### src/rtl/tone_period_decoder_if.sv
// tone_period_decoder_if
//   Groups the tone decoder's data signals.
//   speaker      : square-wave input to be measured
//   period       : last accepted period in clk cycles (CNT_W bits)
//   period_valid : one-cycle pulse when period updates
//   locked       : tone stable
//   silent       : no tone present
//   master : the side that drives speaker and observes the results
//   slave  : the decoder itself
`timescale 1ns/1ps
interface tone_period_decoder_if #(
  parameter int CNT_W = 20
);
  logic             speaker;
  logic [CNT_W-1:0] period;
  logic             period_valid;
  logic             locked;
  logic             silent;

  modport master (output speaker, input period, period_valid, locked, silent);
  modport slave  (input speaker, output period, period_valid, locked, silent);
endinterface

### src/rtl/tone_period_decoder.sv
// tone_period_decoder
//   Measures the rising-edge-to-rising-edge period of an asynchronous
//   square wave in clk cycles, reports each measurement, and flags a
//   stable tone (locked) or the absence of a tone (silent).
//   clk   : system clock
//   reset : asynchronous, active-high
//   bus   : tone_period_decoder_if slave modport (speaker in; period,
//           period_valid, locked, silent out). The interface instance
//           must be built with the same CNT_W as this module.
`timescale 1ns/1ps
module tone_period_decoder #(
  parameter int CNT_W      = 20,
  parameter int TIMEOUT    = 1_000_000,
  parameter int MIN_PERIOD = 16,
  parameter int TOL        = 2,
  parameter int STABLE     = 4
) (
  input  logic                 clk,
  input  logic                 reset,
  tone_period_decoder_if.slave bus
);

  localparam int MW = $clog2(STABLE + 1);
  localparam logic [CNT_W-1:0] TIMEOUT_C = CNT_W'(TIMEOUT);
  localparam logic [CNT_W-1:0] MIN_C     = CNT_W'(MIN_PERIOD);
  localparam logic [CNT_W-1:0] TOL_C     = CNT_W'(TOL);
  localparam logic [MW-1:0]    STABLE_C  = MW'(STABLE);

  typedef enum logic [1:0] {SILENT, ARM, TRACK} state_t;

  state_t           state, state_nxt;
  logic [CNT_W-1:0] cnt, cnt_nxt;
  logic [CNT_W-1:0] period_q, period_nxt;
  logic [CNT_W-1:0] diff;
  logic [MW-1:0]    match_cnt, match_nxt;
  logic             pv_q, pv_nxt;
  logic             locked_q, locked_nxt;
  logic             silent_q, silent_nxt;
  logic             sync1, sync2, sync3;
  logic             rise, accept, timed_out;

  // Two flops resolve metastability; the third remembers the previous
  // synchronized level for edge detection.
  // NOTE: non-blocking assignments make these a true shift chain; blocking
  // would collapse all three flops into one.
  always_ff @(posedge clk or posedge reset) begin
    if (reset) begin
      sync1 <= 1'b0;
      sync2 <= 1'b0;
      sync3 <= 1'b0;
    end else begin
      sync1 <= bus.speaker;
      sync2 <= sync1;
      sync3 <= sync2;
    end
  end

  assign rise      = sync2 & ~sync3;
  // In SILENT any rise starts a measurement; otherwise edges too close to
  // the last accepted one are glitches.
  assign accept    = rise && ((state == SILENT) || (cnt >= MIN_C));
  assign timed_out = (cnt == TIMEOUT_C);
  assign diff      = (cnt >= period_q) ? (cnt - period_q) : (period_q - cnt);

  // NOTE: every signal written here gets a default first, so no path
  // leaves one unassigned and no latch is inferred.
  always_comb begin
    state_nxt  = state;
    cnt_nxt    = timed_out ? cnt : cnt + CNT_W'(1);
    period_nxt = period_q;
    pv_nxt     = 1'b0;
    match_nxt  = match_cnt;
    silent_nxt = silent_q;

    case (state)
      SILENT: begin
        if (accept) begin
          state_nxt = ARM;
          cnt_nxt   = CNT_W'(1);
        end
      end
      ARM, TRACK: begin
        if (accept) begin
          // cnt already equals the rise-to-rise distance (or TIMEOUT when
          // the rise lands on the timeout cycle).
          state_nxt  = TRACK;
          cnt_nxt    = CNT_W'(1);
          period_nxt = cnt;
          pv_nxt     = 1'b1;
          silent_nxt = 1'b0;
          if (state == ARM || diff > TOL_C)
            match_nxt = MW'(1);
          else if (match_cnt != STABLE_C)
            match_nxt = match_cnt + MW'(1);
        end else if (timed_out) begin
          state_nxt  = SILENT;
          silent_nxt = 1'b1;
          match_nxt  = '0;
        end
      end
      default: state_nxt = SILENT;
    endcase

    // Derived from the next match count so lock tracks the report it
    // belongs to in the same cycle.
    locked_nxt = (match_nxt >= STABLE_C);
  end

  always_ff @(posedge clk or posedge reset) begin
    if (reset) begin
      state     <= SILENT;
      cnt       <= '0;
      period_q  <= '0;
      pv_q      <= 1'b0;
      match_cnt <= '0;
      locked_q  <= 1'b0;
      silent_q  <= 1'b1;
    end else begin
      state     <= state_nxt;
      cnt       <= cnt_nxt;
      period_q  <= period_nxt;
      pv_q      <= pv_nxt;
      match_cnt <= match_nxt;
      locked_q  <= locked_nxt;
      silent_q  <= silent_nxt;
    end
  end

  assign bus.period       = period_q;
  assign bus.period_valid = pv_q;
  assign bus.locked       = locked_q;
  assign bus.silent       = silent_q;

endmodule
### src/flat_wrapper.sv
// flat-port wrapper written by rule: the top's interface ports become plain ports
module tone_period_decoder_flat 
#(
  parameter int CNT_W      = 20,
  parameter int TIMEOUT    = 1_000_000,
  parameter int MIN_PERIOD = 16,
  parameter int TOL        = 2,
  parameter int STABLE     = 4
)
  (clk, reset, bus_speaker, bus_period, bus_period_valid, bus_locked, bus_silent);
  tone_period_decoder_if #(.CNT_W(CNT_W)) bus_i ();
  input  logic clk;
  input  logic reset;
  input wire logic [$bits(bus_i.speaker)-1:0] bus_speaker;
  output wire logic [$bits(bus_i.period)-1:0] bus_period;
  output wire logic [$bits(bus_i.period_valid)-1:0] bus_period_valid;
  output wire logic [$bits(bus_i.locked)-1:0] bus_locked;
  output wire logic [$bits(bus_i.silent)-1:0] bus_silent;
  assign bus_i.speaker = bus_speaker;
  assign bus_period = bus_i.period;
  assign bus_period_valid = bus_i.period_valid;
  assign bus_locked = bus_i.locked;
  assign bus_silent = bus_i.silent;
  tone_period_decoder #(.CNT_W(CNT_W), .TIMEOUT(TIMEOUT), .MIN_PERIOD(MIN_PERIOD), .TOL(TOL), .STABLE(STABLE)) u_core (.clk(clk), .reset(reset), .bus(bus_i));
endmodule
### config.mk
export PLATFORM = sky130hd
export DESIGN_NAME = tone_period_decoder_flat
export DESIGN_NICKNAME = d
export VERILOG_FILES = /design/src/rtl/tone_period_decoder_if.sv /design/src/rtl/tone_period_decoder.sv /design/src/flat_wrapper.sv
export SDC_FILE = /design/constraint.sdc
export NUM_CORES = 1
export LEC_CHECK = 0
export BUFFER_PORTS_ARGS = -buffer_cell sky130_fd_sc_hd__buf_4
export CORE_MARGIN = 1
export CORE_UTILIZATION = 57
export CTS_BUF_LIST = sky130_fd_sc_hd__clkbuf_16
export CTS_CLUSTER_DIAMETER = 80
export CTS_CLUSTER_SIZE = 24
export DETAILED_ROUTE_END_ITERATION = 8
export PLACE_DENSITY = 0.86
export SLEW_MARGIN = 20
export SYNTH_ARGS = -nofsm -noshare
export SYNTH_HDL_FRONTEND = slang
export SYNTH_SLANG_ARGS = --single-unit
export TNS_END_PERCENT = 10
### constraint.sdc
create_clock -name clk -period 3.7 [get_ports clk]
set_clock_uncertainty 0.15 [all_clocks]
set_input_delay 0 -clock clk [delete_from_list [all_inputs] [get_ports clk]]
set_output_delay 0 -clock clk [all_outputs]
set_load 0.01 [all_outputs]
==> out/results.txt, run 1 <==
The run finished, with violations left. The checks that failed: negative setup slack. In this design, the stage delay of the slowest critical-path cell is 0.52 ns. Clock tree synthesis selected as its root buffer the cell sky130_fd_sc_hd__clkbuf_16. The number of hold-slack violations in the final timing report is 0. Ranked by instance count, the synthesized netlist is headed by 59 x sky130_fd_sc_hd__nand2_1, 53 x sky130_fd_sc_hd__inv_1, 49 x sky130_fd_sc_hd__dfrtp_1, 47 x sky130_fd_sc_hd__ha_1, 47 x sky130_fd_sc_hd__o21ai_0.

The H-tree was split into 2 levels. The first detailed-routing pass took 6 iterations. The share of the cycle needed by the critical path after routing was 106%; the worst hold-check slack was 0.204 ns. In this run the power density over the cells is 939 nW/um2. For the met3 capacity usage during global routing, the log shows 4.02%.

The source-to-sink clock delay at the later pin of the worst-skew pair was 0.30 ns. In this run the most used layer during global routing was met2. Achievable clock frequency: 0.255 GHz. For hold timing, the worst endpoint is u_core.sync1.

Via count of the first global-routing pass: 4707. The maximum fanout encountered on the critical timing path is 7. Measured along the y axis, the die boundary spans 92.5 um.

The run gives -0.222 ns as the setup slack of the critical path after layout. TritonCTS built the clock tree. The critical path goes through inv_2, ha_4, inv_2, fa_2, a21o_1, a21oi_2, a2111o_1, o211ai_4, o31ai_1, a21oi_1, or4_4, a2111oi_4, a41o_1, a21boi_2.

The number of cells on the worst reg-to-reg path works out to 14. The fraction of met2 tracks used by global routing is 56.0%, and the total number of placement rows is 32. The Yosys step of the flow raised 0 warnings.

The number of buffers and inverters on the critical path is 2. The run gives 2 as the worst-case clock buffer depth. For the pin with the worst max-slew slack, the measured transition is 0.874 ns.

The remaining global-route overflow is 0. In this run, distinct cell masters in the synthesized netlist total 72. Yosys instantiated no cell more often than sky130_fd_sc_hd__nand2_1.

After detailed routing, the number of vias per cell comes to 6.76. The clock net sink count is 50, and the area share of the largest cell type after synthesis is 26.2%. Measured along the x axis, the die boundary spans 92.5 um. Summed over all layers, the routed wires come to 15000 um. The global routing usage summed across all routing layers was 34.0%; the final max-slew violation count was 0. The worst-case IR drop observed on VDD is 589 uV. The post-synth net total came out at 627. For the cell leakage power, the log shows 2.63 nW.

The post-synthesis average cell area was 8.13 um2; the maximum number of pins on one net before global-route repair was 51. The first global-routing pass estimated 22900 um of wire. After legalization and detailed placement, the total HPWL measured 10300 um. STA classifies the critical path startpoint as a register. Setup slack on the worst reg-to-reg path comes out at -0.22 ns. The required time reported for the critical path endpoint is 3.78 ns. Across all layers, the routed design uses 5039 vias.

The residual DRC count came out at 0. Data arrival time at the worst-slack endpoint: 4.00 ns. The number of synthesized flops with an enable pin is 0. The tool flagged a number of max-cap violations equal to 0. After clock tree synthesis, the clock-pin slew on the worst setup and hold paths is 0.08 ns. The tools report the setup violation total in the final timing report as 3. Pin placement for this block handled 26 I/O pins.

The library cell contributing the largest single delay on the critical path was sky130_fd_sc_hd__or4_4. Cells fill 71.4% of the core in the end. For this run, global-route usage on met1 was measured as 44.0%. Synthesis produced 575 cells.

Once the floorplan was initialized, standard cells occupied 59.8% of the core. The worst setup path is captured at a register. Yosys attributes the largest share of cell area to sky130_fd_sc_hd__dfrtp_1 26%, sky130_fd_sc_hd__ha_1 13%, sky130_fd_sc_hd__o21ai_0 5.0%, sky130_fd_sc_hd__xnor2_1 4.9%, sky130_fd_sc_hd__nand2_1 4.7%. The layout overhead on the synthesized area was 19.3%; the power after layout was 0.00524 W.

The class of the tightest hold or removal check was in -> reg. In the synthesized netlist the async set-or-reset flop fraction comes to 100%. The family with the most delay on the worst path is compound AO/OA/AOI/OAI gates. The hold-critical path depth is 2, and the quantity of I/O buffers inserted on ports is 25.

After the last flow step, the layout net total stands at 694. The remaining number of nets flagged by the antenna check after routing is 0. Dividing the detail-routed wire length by the instance count gives 20.1 um.

For this block, the initial DRC count from the detailed router was 693. The source of the worst hold timing path was bus_speaker. 0 antenna diodes ended up in the layout. The tools report the cell area after synthesis as 4670 um2. The most frequent cell on the critical path was sky130_fd_sc_hd__inv_2. For the worst-case headroom to the max-slew limit, the log shows 41.6%. In this run, synthesis produced a sequential element count of 50. The run gives 7810 um2 as the core region area.

The tools report the startpoint of the worst setup timing path as u_core.cnt[0]. Setup repair after global routing could not meet its margin everywhere. Buffers inserted during clock tree synthesis total 5. The global placement routability congestion was 1.01; the minimum clock period was 3.92 ns. The tools report the worst flop-to-flop path startpoint as u_core.cnt[0]. The commonest register cell after synthesis was sky130_fd_sc_hd__dfrtp_1.

The die covers 8560 um2. The setup path with the least slack is of type reg -> reg. The largest total area in the synthesized netlist belongs to sky130_fd_sc_hd__dfrtp_1.

Of the cells placed in the final design, the portion with a size suffix greater than 1 is 20.8%. Sequential elements use 26.8% of the synthesized area. The initial antenna violation count was 0.
-- kinds of logic after synthesis --
logic type               after synthesis  share of synthesized area [%]
AND/OR/NAND/NOR                      188                           19.5
AO/OA/AOI/OAI                        167                           24.0
buffers and inverters                 79                           7.95
flip-flops                            50                           26.8
adder cells (fa/ha/maj)               49                           13.4
XOR/XNOR                              31                           5.81
multiplexers                          11                           2.52
-- routing by layer --
metal / part of all wire [%] / up-vias
li1: - / 2176
met1: 38 / 2311
met2: 46 / 420
met3: 10 / 132
met4: 6.5 / 0
met5: 0 / -
-- worst max-delay path by stage --
stage / end / cells after the start
after floorplan: register / 14
after global placement: register / 14
after detailed placement: register / 14
after CTS: register / 13
after global routing: register / 14
final: register / 14
-- power breakdown --
part | internal, W | switching (W) | leakage [nW]
sequential | 0.000624 | 0.0000739 | 0.670
combinational | 0.00177 | 0.00224 | 1.88
clock | 0.000317 | 0.000213 | 0.0812
-- cells in the final DEF (no fill, tap or decap), types with 8 or more instances in the layout --
master / count
sky130_fd_sc_hd__a21o_1: 12
sky130_fd_sc_hd__a21oi_1: 39
sky130_fd_sc_hd__buf_4: 81
sky130_fd_sc_hd__dfrtp_1: 49
sky130_fd_sc_hd__ha_1: 42
sky130_fd_sc_hd__inv_1: 51
sky130_fd_sc_hd__nand2_1: 59
sky130_fd_sc_hd__nand3_1: 15
sky130_fd_sc_hd__nand4_1: 11
sky130_fd_sc_hd__nor2_1: 45
sky130_fd_sc_hd__nor2b_1: 8
sky130_fd_sc_hd__nor3_1: 12
sky130_fd_sc_hd__o21ai_0: 46
sky130_fd_sc_hd__xnor2_1: 26
-- worst register-to-register path, cell delays in order (launching register included) --
cell and delay [ns]:
sky130_fd_sc_hd__dfrtp_1 0.39, sky130_fd_sc_hd__inv_2 0.10, sky130_fd_sc_hd__ha_4 0.14, sky130_fd_sc_hd__inv_2 0.04, sky130_fd_sc_hd__fa_2 0.34, sky130_fd_sc_hd__a21o_1 0.23
sky130_fd_sc_hd__a21oi_2 0.19, sky130_fd_sc_hd__a2111o_1 0.21, sky130_fd_sc_hd__o211ai_4 0.15, sky130_fd_sc_hd__o31ai_1 0.36, sky130_fd_sc_hd__a21oi_1 0.15, sky130_fd_sc_hd__or4_4 0.52
sky130_fd_sc_hd__a2111oi_4 0.48, sky130_fd_sc_hd__a41o_1 0.23, sky130_fd_sc_hd__a21boi_2 0.17
-- layout make-up --
| type | count | area [um2] |
|---|---|---|
| fillers | 517 | 2230 |
| clock buffers | 5 | 125 |
| flip-flops and latches | 50 | 1250 |
| repair buffers | 85 | 651 |
| well taps | 102 | 128 |
| inverters | 54 | 204 |
| multi-input cells | 446 | 3170 |
| clock inverters | 3 | 41.3 |
-- what timing repair did --
action / 4_1_cts / 5_1_grt
resized for setup: 11 / 22
setup buffers: 3 / 8
setup endpoints to repair: 3 / 3
hold buffers: 2 / 0
pin swaps: 10 / 13
endpoints found under the hold margin: 50 / 0
-- per-stage QoR --
stage	setup TNS [ns]	cells	cell area [um2]	setup WS [ns]
global route	-0.690	745	5580	-0.278
detailed placement	-0.330	724	5170	-0.197
CTS	0	737	5430	0.0000520
global placement	0	724	5170	0.0159
finish	-0.447	745	5580	-0.222
floorplan	0	575	4670	0.0712
-- state kept, by name, summed over array words and instances, names as in the netlist, named ones only --
name                     cells
u_core.state                 2
u_core.sync3                 1
u_core.bus.period_valid      1
u_core.sync1                 1
u_core.bus.period           20
u_core.sync2                 1
u_core.cnt                  20
u_core.bus.silent            1
No activity file was read; power rests on OpenSTA's default activity.
==> run 2, diff against run 1 <==
--- a/config.mk
+++ b/config.mk
@@ -13,6 +13,7 @@
 export CTS_CLUSTER_SIZE = 24
 export DETAILED_ROUTE_END_ITERATION = 8
 export PLACE_DENSITY = 0.86
+export SKIP_CTS_REPAIR_TIMING = 1
 export SLEW_MARGIN = 20
 export SYNTH_ARGS = -nofsm -noshare
 export SYNTH_HDL_FRONTEND = slang
==> constraint.sdc (replaced) <==
create_clock -name clk -period 3.7 [get_ports clk]
set_clock_uncertainty 0.15 [all_clocks]
set_input_delay 0.37 -clock clk [delete_from_list [all_inputs] [get_ports clk]]
set_output_delay 0.37 -clock clk [all_outputs]
set_load 0.01 [all_outputs]
==> run 2 against run 1 <==
Final cell count shrank 1.2%. Clock-buffer cell count is the same. Highest routed layer unchanged. Utilization shrank 1.6 points. The flow still finishes with violations (negative setup slack). Final area shrank 2.2%.
==> out/results.txt, run 2 (synthesis results as in run 1) <==
The residual DRC count was 0. In the layout the commonest cells are 75 x sky130_fd_sc_hd__buf_4, 59 x sky130_fd_sc_hd__nand2_1, 51 x sky130_fd_sc_hd__inv_1. The total CTS buffers is 5, and the ratio of routed vias to standard cells is 6.58.

The layout has 556 filler cells. Leaving out fill and tap cells, the most frequent cell in the layout is sky130_fd_sc_hd__buf_4. The region available for standard cell placement spans 7810 um2. Die span in y: 92.5 um. After detailed routing, the average wire length per cell comes to 19.4 um. The tools report the data arrival time at the worst-slack endpoint as 3.87 ns. Entering global routing, the biggest net connects 51 pins. The worst ir drop on vdd is 497 uV. The area growth from synthesis to layout is 16.7%.

Setup violation total in the final timing report: 2. 0 antenna diodes ended up in the layout. The remaining global-route overflow is 0.

Across the run, the number of max-cap violations was 0. By startpoint and endpoint, the worst setup path is classified as reg -> reg. The number of buffers and inverters on the critical path came out at 2. Clock tree synthesis selected as its root buffer the cell sky130_fd_sc_hd__clkbuf_16. The register area is 1250 um2, and the share of the cycle needed by the critical path after routing is 103%.

For the total number of H-tree levels, the log shows 2. The run gives 50 as the clock net sink count. For this configuration, the core starts out at a cell density of 59.8%. The longest clock path from root to sink contains 2 buffers. The final max-slew violation count was 0; the required time reported for the critical path endpoint was 3.77 ns. For met1 alone, demand over resource in global routing was 42.7%. In this run the remaining antenna-violating nets after routing total 0.

STA classifies the critical path startpoint as a register. Routability-driven placement finished with a final weighted congestion of 1.01. Among cell families on the critical path, the largest total delay comes from compound AO/OA/AOI/OAI gates. The critical path goes through inv_2, ha_4, inv_2, fa_2, a21o_1, a21oi_2, a2111o_1, o211ai_4, o31ai_1, a21oi_1, or4_4, a2111oi_4, a41o_1, a21boi_2. In the final layout, the share of cells above drive strength 1 is 19.6%.

Summed over all layers, the routed wires come to 14300 um. The layer carrying the most global-route usage is met2. The die area was 8560 um2.

The critical path's largest stage delay was 0.52 ns. The initial antenna violation count is 0. Derived from the worst setup path, the maximum achievable clock frequency is 0.263 GHz. The overall via count from detail_route was 4845.

The number of optimization iterations in the first detailed-route pass was 6. The cell leakage power was 2.58 nW. Global routing consumed, on the met2 layer, 54.6% of the routing resources. The run gives -0.0963 ns as the setup slack of the critical path after layout. The run finished, with violations left. Global-route wire length before repair: 22400 um. The via count of the first global-routing pass is 4642. Along the worst path, the maximum fanout reaches 7.

For the final cell count without fillers, the log shows 736. The number of hold-slack violations in the final timing report was 0; the transition at the pin with the smallest max-transition slack was 0.896 ns. The tools report the summed area of non-filler cells in the final layout as 5450 um2.

After the last flow step, the layout net total stands at 685. Row generation in the floorplan step produced 32 rows. After detailed placement, the design holds a cell count of 724. The tools report the minimum setup slack after placement as -0.197 ns. Library cell contributing the largest single delay on the critical path: sky130_fd_sc_hd__or4_4.

The total power per unit cell area is 902 nW/um2, and the count of routing violations after the opening detailed-route iteration is 640. The critical path endpoint category is a register. The most numerous cell type found on the critical path is sky130_fd_sc_hd__inv_2.

Global routing usage summed across all routing layers: 33.2%. At the later pin of the worst-skew pair, clock insertion delay measures 0.29 ns. The final reports fail on negative setup slack. The horizontal extent of the die is 92.5 um, and the quantity of I/O buffers inserted on ports is 25.

The met3 capacity usage during global routing is 4.35%. The post-DP HPWL is 10300 um, and the combined area of the multi-input logic cells is 3130 um2. The worst pin sits at a relative slew slack of 40.2%.

The tightest min-delay check is of the in -> reg type. The clock transition at the registers of the reported paths came out at 0.07 ns. TritonCTS built the clock tree. For this design the top-level I/O count stands at 26.

Setup repair after global routing could not meet its margin everywhere. The minimum clock period works out to 3.80 ns. The cell area after placement came out at 5170 um2.
==> run 2: cell count changes in the layout (fill, tap and decap cells not counted), sizes merged <==
cell / delta
buf: -7
dlygate4sd3: -2
==> run 2: stage by stage <==
step	hold WS (ns)	power [W]	TNS (ns)	utilization (%)
3_3_place_gp	0.192	0.00381	0	66.2
4_1_cts	0.0306	0.00452	-0.621	68.4
5_1_grt	0.0287	0.00519	-0.685	69.8
2_1_floorplan	0.181	0.00313	0	-
3_5_place_dp	0.188	0.00395	-0.330	66.2
6_report	0.0335	0.00491	-0.128	69.8
==> run 2: where the power goes <==
| group | total (W) | internal [W] | switching, W |
|---|---|---|---|
| logic | 0.00369 | 0.00156 | 0.00213 |
| registers | 0.000696 | 0.000624 | 0.0000723 |
| clock network | 0.000525 | 0.000317 | 0.000208 |
==> run 2: worst paths after layout <==
check,from,slack [ns],depth (start not counted),to
worst max-delay path,u_core.cnt[0],-0.1,14,register
worst min-delay path,bus_speaker,0.03,1,u_core.sync1
worst max register to register,u_core.cnt[0],-0.1,14,register
worst min register to register,u_core.sync1,0.21,0,u_core.sync2
max in group asynchronous,reset,2.77,2,u_core.cnt[0]
min in group asynchronous,reset,0.09,2,u_core.cnt[5]
==> run 2: worst register-to-register path: cells and delay by family (launching register included) <==
kind | cells | cell delay (ns)
adder cells (fa/ha/maj) | 2 | 0.48
flip-flops | 1 | 0.39
buffers and inverters | 2 | 0.13
AO/OA/AOI/OAI | 9 | 2.06
AND/OR/NAND/NOR | 1 | 0.52
==> run 2: cell type report <==
type | count | area share, %
multi-input combinational | 446 | 57.3
sequential | 50 | 23.0
timing repair buffer | 76 | 10.5
inverter | 54 | 3.74
tap | 102 | 2.34
clock buffer | 5 | 2.30
clock inverter | 3 | 0.758
==> run 2: metal layers <==
| metal | up-vias | wire [um] |
|---|---|---|
| li1 | 2157 | - |
| met1 | 2258 | 5650 |
| met2 | 356 | 6700 |
| met3 | 74 | 1280 |
| met4 | 0 | 668 |
| met5 | - | 0 |
==> run 3, diff against run 2 <==
--- a/config.mk
+++ b/config.mk
@@ -13,6 +13,7 @@
 export CTS_CLUSTER_SIZE = 24
 export DETAILED_ROUTE_END_ITERATION = 8
 export PLACE_DENSITY = 0.86
+export SETUP_SLACK_MARGIN = 0.3
 export SKIP_CTS_REPAIR_TIMING = 1
 export SLEW_MARGIN = 20
 export SYNTH_ARGS = -nofsm -noshare
==> run 3 against run 2 <==
The flow still finishes with violations (negative setup slack). Worst setup slack lost 0.0074 ns. Routed wire length shrank 5.9%. Critical path depth shrank 2. Clock-buffer cell count is the same. Largest cell class unchanged.
==> out/results.txt, run 3 (synthesis results as in run 1) <==
The flow ran to the end, but the final reports show violations. The checks that failed: negative setup slack. The minimum setup slack after placement came out at -0.0133 ns. VDD sags by at most 537 uV.

In this run the deepest clock path goes through 2 buffers. Timing would allow up to 0.263 GHz. The first TritonRoute pass finished after 6 iterations. The tool flagged a number of max-cap violations equal to 0. The worst setup path is captured at a register. The share of the core filled with cells was 69.6%. After detailed routing, the number of remaining DRC violations is 0. The worst setup path is of the reg -> reg kind. The run gives 5 as the total CTS buffers. After detailed routing, the total wire length is 13400 um. The H-tree generated during clock tree synthesis spans 2 levels.

The via count of the first global-routing pass came out at 4335. Leaving out fill and tap cells, the most frequent cell in the layout is sky130_fd_sc_hd__buf_4. Counting every sink on the clock net gives 50.

The routed wire length per instance is 18.2 um. The clock transition at the registers of the reported paths came out at 0.07 ns. The die span in y works out to 92.5 um. The number of buffers and inverters on the critical path came out at 2.

The total number of placement rows is 32, and the horizontal extent of the die is 92.5 um. Setup violations remaining at the end of the flow were counted as 3. The cell leakage power was 2.58 nW.

In this run the count of I/O pins placed on the die edge is 26. The ratio of routed vias to standard cells works out to 6.27. Setup repair after global routing could not meet its margin everywhere. The repair_antennas step left the layout with diodes totalling 0. For this configuration, the core starts out at a cell density of 59.8%. The share of the cycle needed by the critical path after routing was 103%; the final max-slew violation count was 0. The worst setup path is launched from a register.

In this run the worst hold path is classified as in -> reg. The largest single stage delay on the critical path is 0.53 ns. The die covers 8560 um2. The initial antenna violation count came out at 0. The run gives -0.104 ns as the setup slack of the critical path after layout.

In this run, placement finished with an instance count of 727. The final route contains 4620 vias. The first global-routing pass estimated 22100 um of wire. The library cell contributing the largest single delay on the critical path was sky130_fd_sc_hd__or4_4.

The transition at the pin with the smallest max-transition slack came out at 0.877 ns. In this design, the largest share of critical-path delay is due to compound AO/OA/AOI/OAI gates. Buffers placed on the I/O ports in this run total 25.

For the required time reported for the critical path endpoint, the log shows 3.78 ns. Clock tree synthesis selected as its root buffer the cell sky130_fd_sc_hd__clkbuf_16. The remaining global-route overflow is 0, and the total power per unit cell area is 858 nW/um2. Adding up every negative setup slack in the final design gives -0.139 ns. Hold is met by 0.0323 ns. The layout overhead on the synthesized area is 16.3%. Fraction of layout cells with a size suffix above 1: 18.9%.

The global placement routability congestion is 0.929, and the maximum number of pins on one net before global-route repair is 51. In the layout the commonest cells are 76 x sky130_fd_sc_hd__buf_4, 59 x sky130_fd_sc_hd__nand2_1, 50 x sky130_fd_sc_hd__inv_1. For this run, the post-layout net count is 686.

Once detail routing completed, the nets flagged for antenna violations numbered 0. For the worst setup path, the data arrival time is 3.88 ns. The minimum clock period was 3.80 ns; the maximum fanout encountered on the critical timing path was 18. The clock reaches the later pin of the worst-skew pair after 0.29 ns. Global routing consumed, over all layers together, 32.7% of the routing resources. The wire-length estimate of the detail-placed layout is 10400 um. The logs give 41.5% for the worst-case headroom to the max-slew limit and 737 for the final cell count without fillers. The run gives 7810 um2 as the core region area.

The tools report the number of hold-slack violations in the final timing report as 0. Count of routing violations after the opening detailed-route iteration: 566. The critical path goes through inv_1, ha_1, and4_1, nand2_2, a2111o_1, o211ai_2, buf_12, mux2_2, or4_4, a2111oi_4, a41o_1, a21boi_2. TritonCTS built the clock tree.
[run 3: final timing paths]
path / from / endpoint / slack, ns / cells after the start
max in group asynchronous: reset / u_core.cnt[16] / 2.79 / 2
min in group asynchronous: reset / u_core.bus.period_valid / 0.08 / 2
hold / removal: bus_speaker / u_core.sync1 / 0.03 / 1
setup / recovery: u_core.bus.period[12] / register / -0.10 / 12
hold reg to reg: u_core.sync1 / u_core.sync2 / 0.22 / 0
setup reg to reg: u_core.bus.period[12] / register / -0.10 / 12
[run 3: layout make-up]
type                            count  area, um2
Multi-Input combinational cell    446       3090
Fill cell                         580       2370
Sequential cell                    50       1250
Timing Repair Buffer               77        591
Inverter                           54        208
Tap cell                          102        128
Clock buffer                        5        125
Clock inverter                      3       43.8
[run 3: through the flow]
| step | area [um2] | power (W) |
|---|---|---|
| 5_1_grt | 5430 | 0.00500 |
| 2_1_floorplan | 4670 | 0.00313 |
| 6_report | 5430 | 0.00466 |
| 3_3_place_gp | 5210 | 0.00390 |
| 3_5_place_dp | 5210 | 0.00399 |
| 4_1_cts | 5380 | 0.00454 |
[run 3: worst register-to-register path, cell delays in order, from the launching register on]
cell                        delay [ns]
sky130_fd_sc_hd__dfrtp_1          0.43
sky130_fd_sc_hd__inv_1            0.08
sky130_fd_sc_hd__ha_1             0.31
sky130_fd_sc_hd__and4_1           0.28
sky130_fd_sc_hd__nand2_2          0.09
sky130_fd_sc_hd__a2111o_1         0.39
sky130_fd_sc_hd__o211ai_2         0.11
sky130_fd_sc_hd__buf_12           0.19
sky130_fd_sc_hd__mux2_2           0.36
sky130_fd_sc_hd__or4_4            0.53
sky130_fd_sc_hd__a2111oi_4        0.46
sky130_fd_sc_hd__a41o_1           0.22
sky130_fd_sc_hd__a21boi_2         0.15
[run 3: routing by layer]
metal	up-vias	global-route usage, %	wire length (um)
li1	2147	-	-
met1	2191	46.4	5750
met2	245	52.4	6200
met3	37	2.87	1040
met4	0	11.3	454
met5	-	0	0
[run 3: report_power, final]
group | total (W) | internal [W] | switching [W]
sequential | 0.000695 | 0.000624 | 0.0000715
combinational | 0.00344 | 0.00148 | 0.00196
clock | 0.000530 | 0.000320 | 0.000209
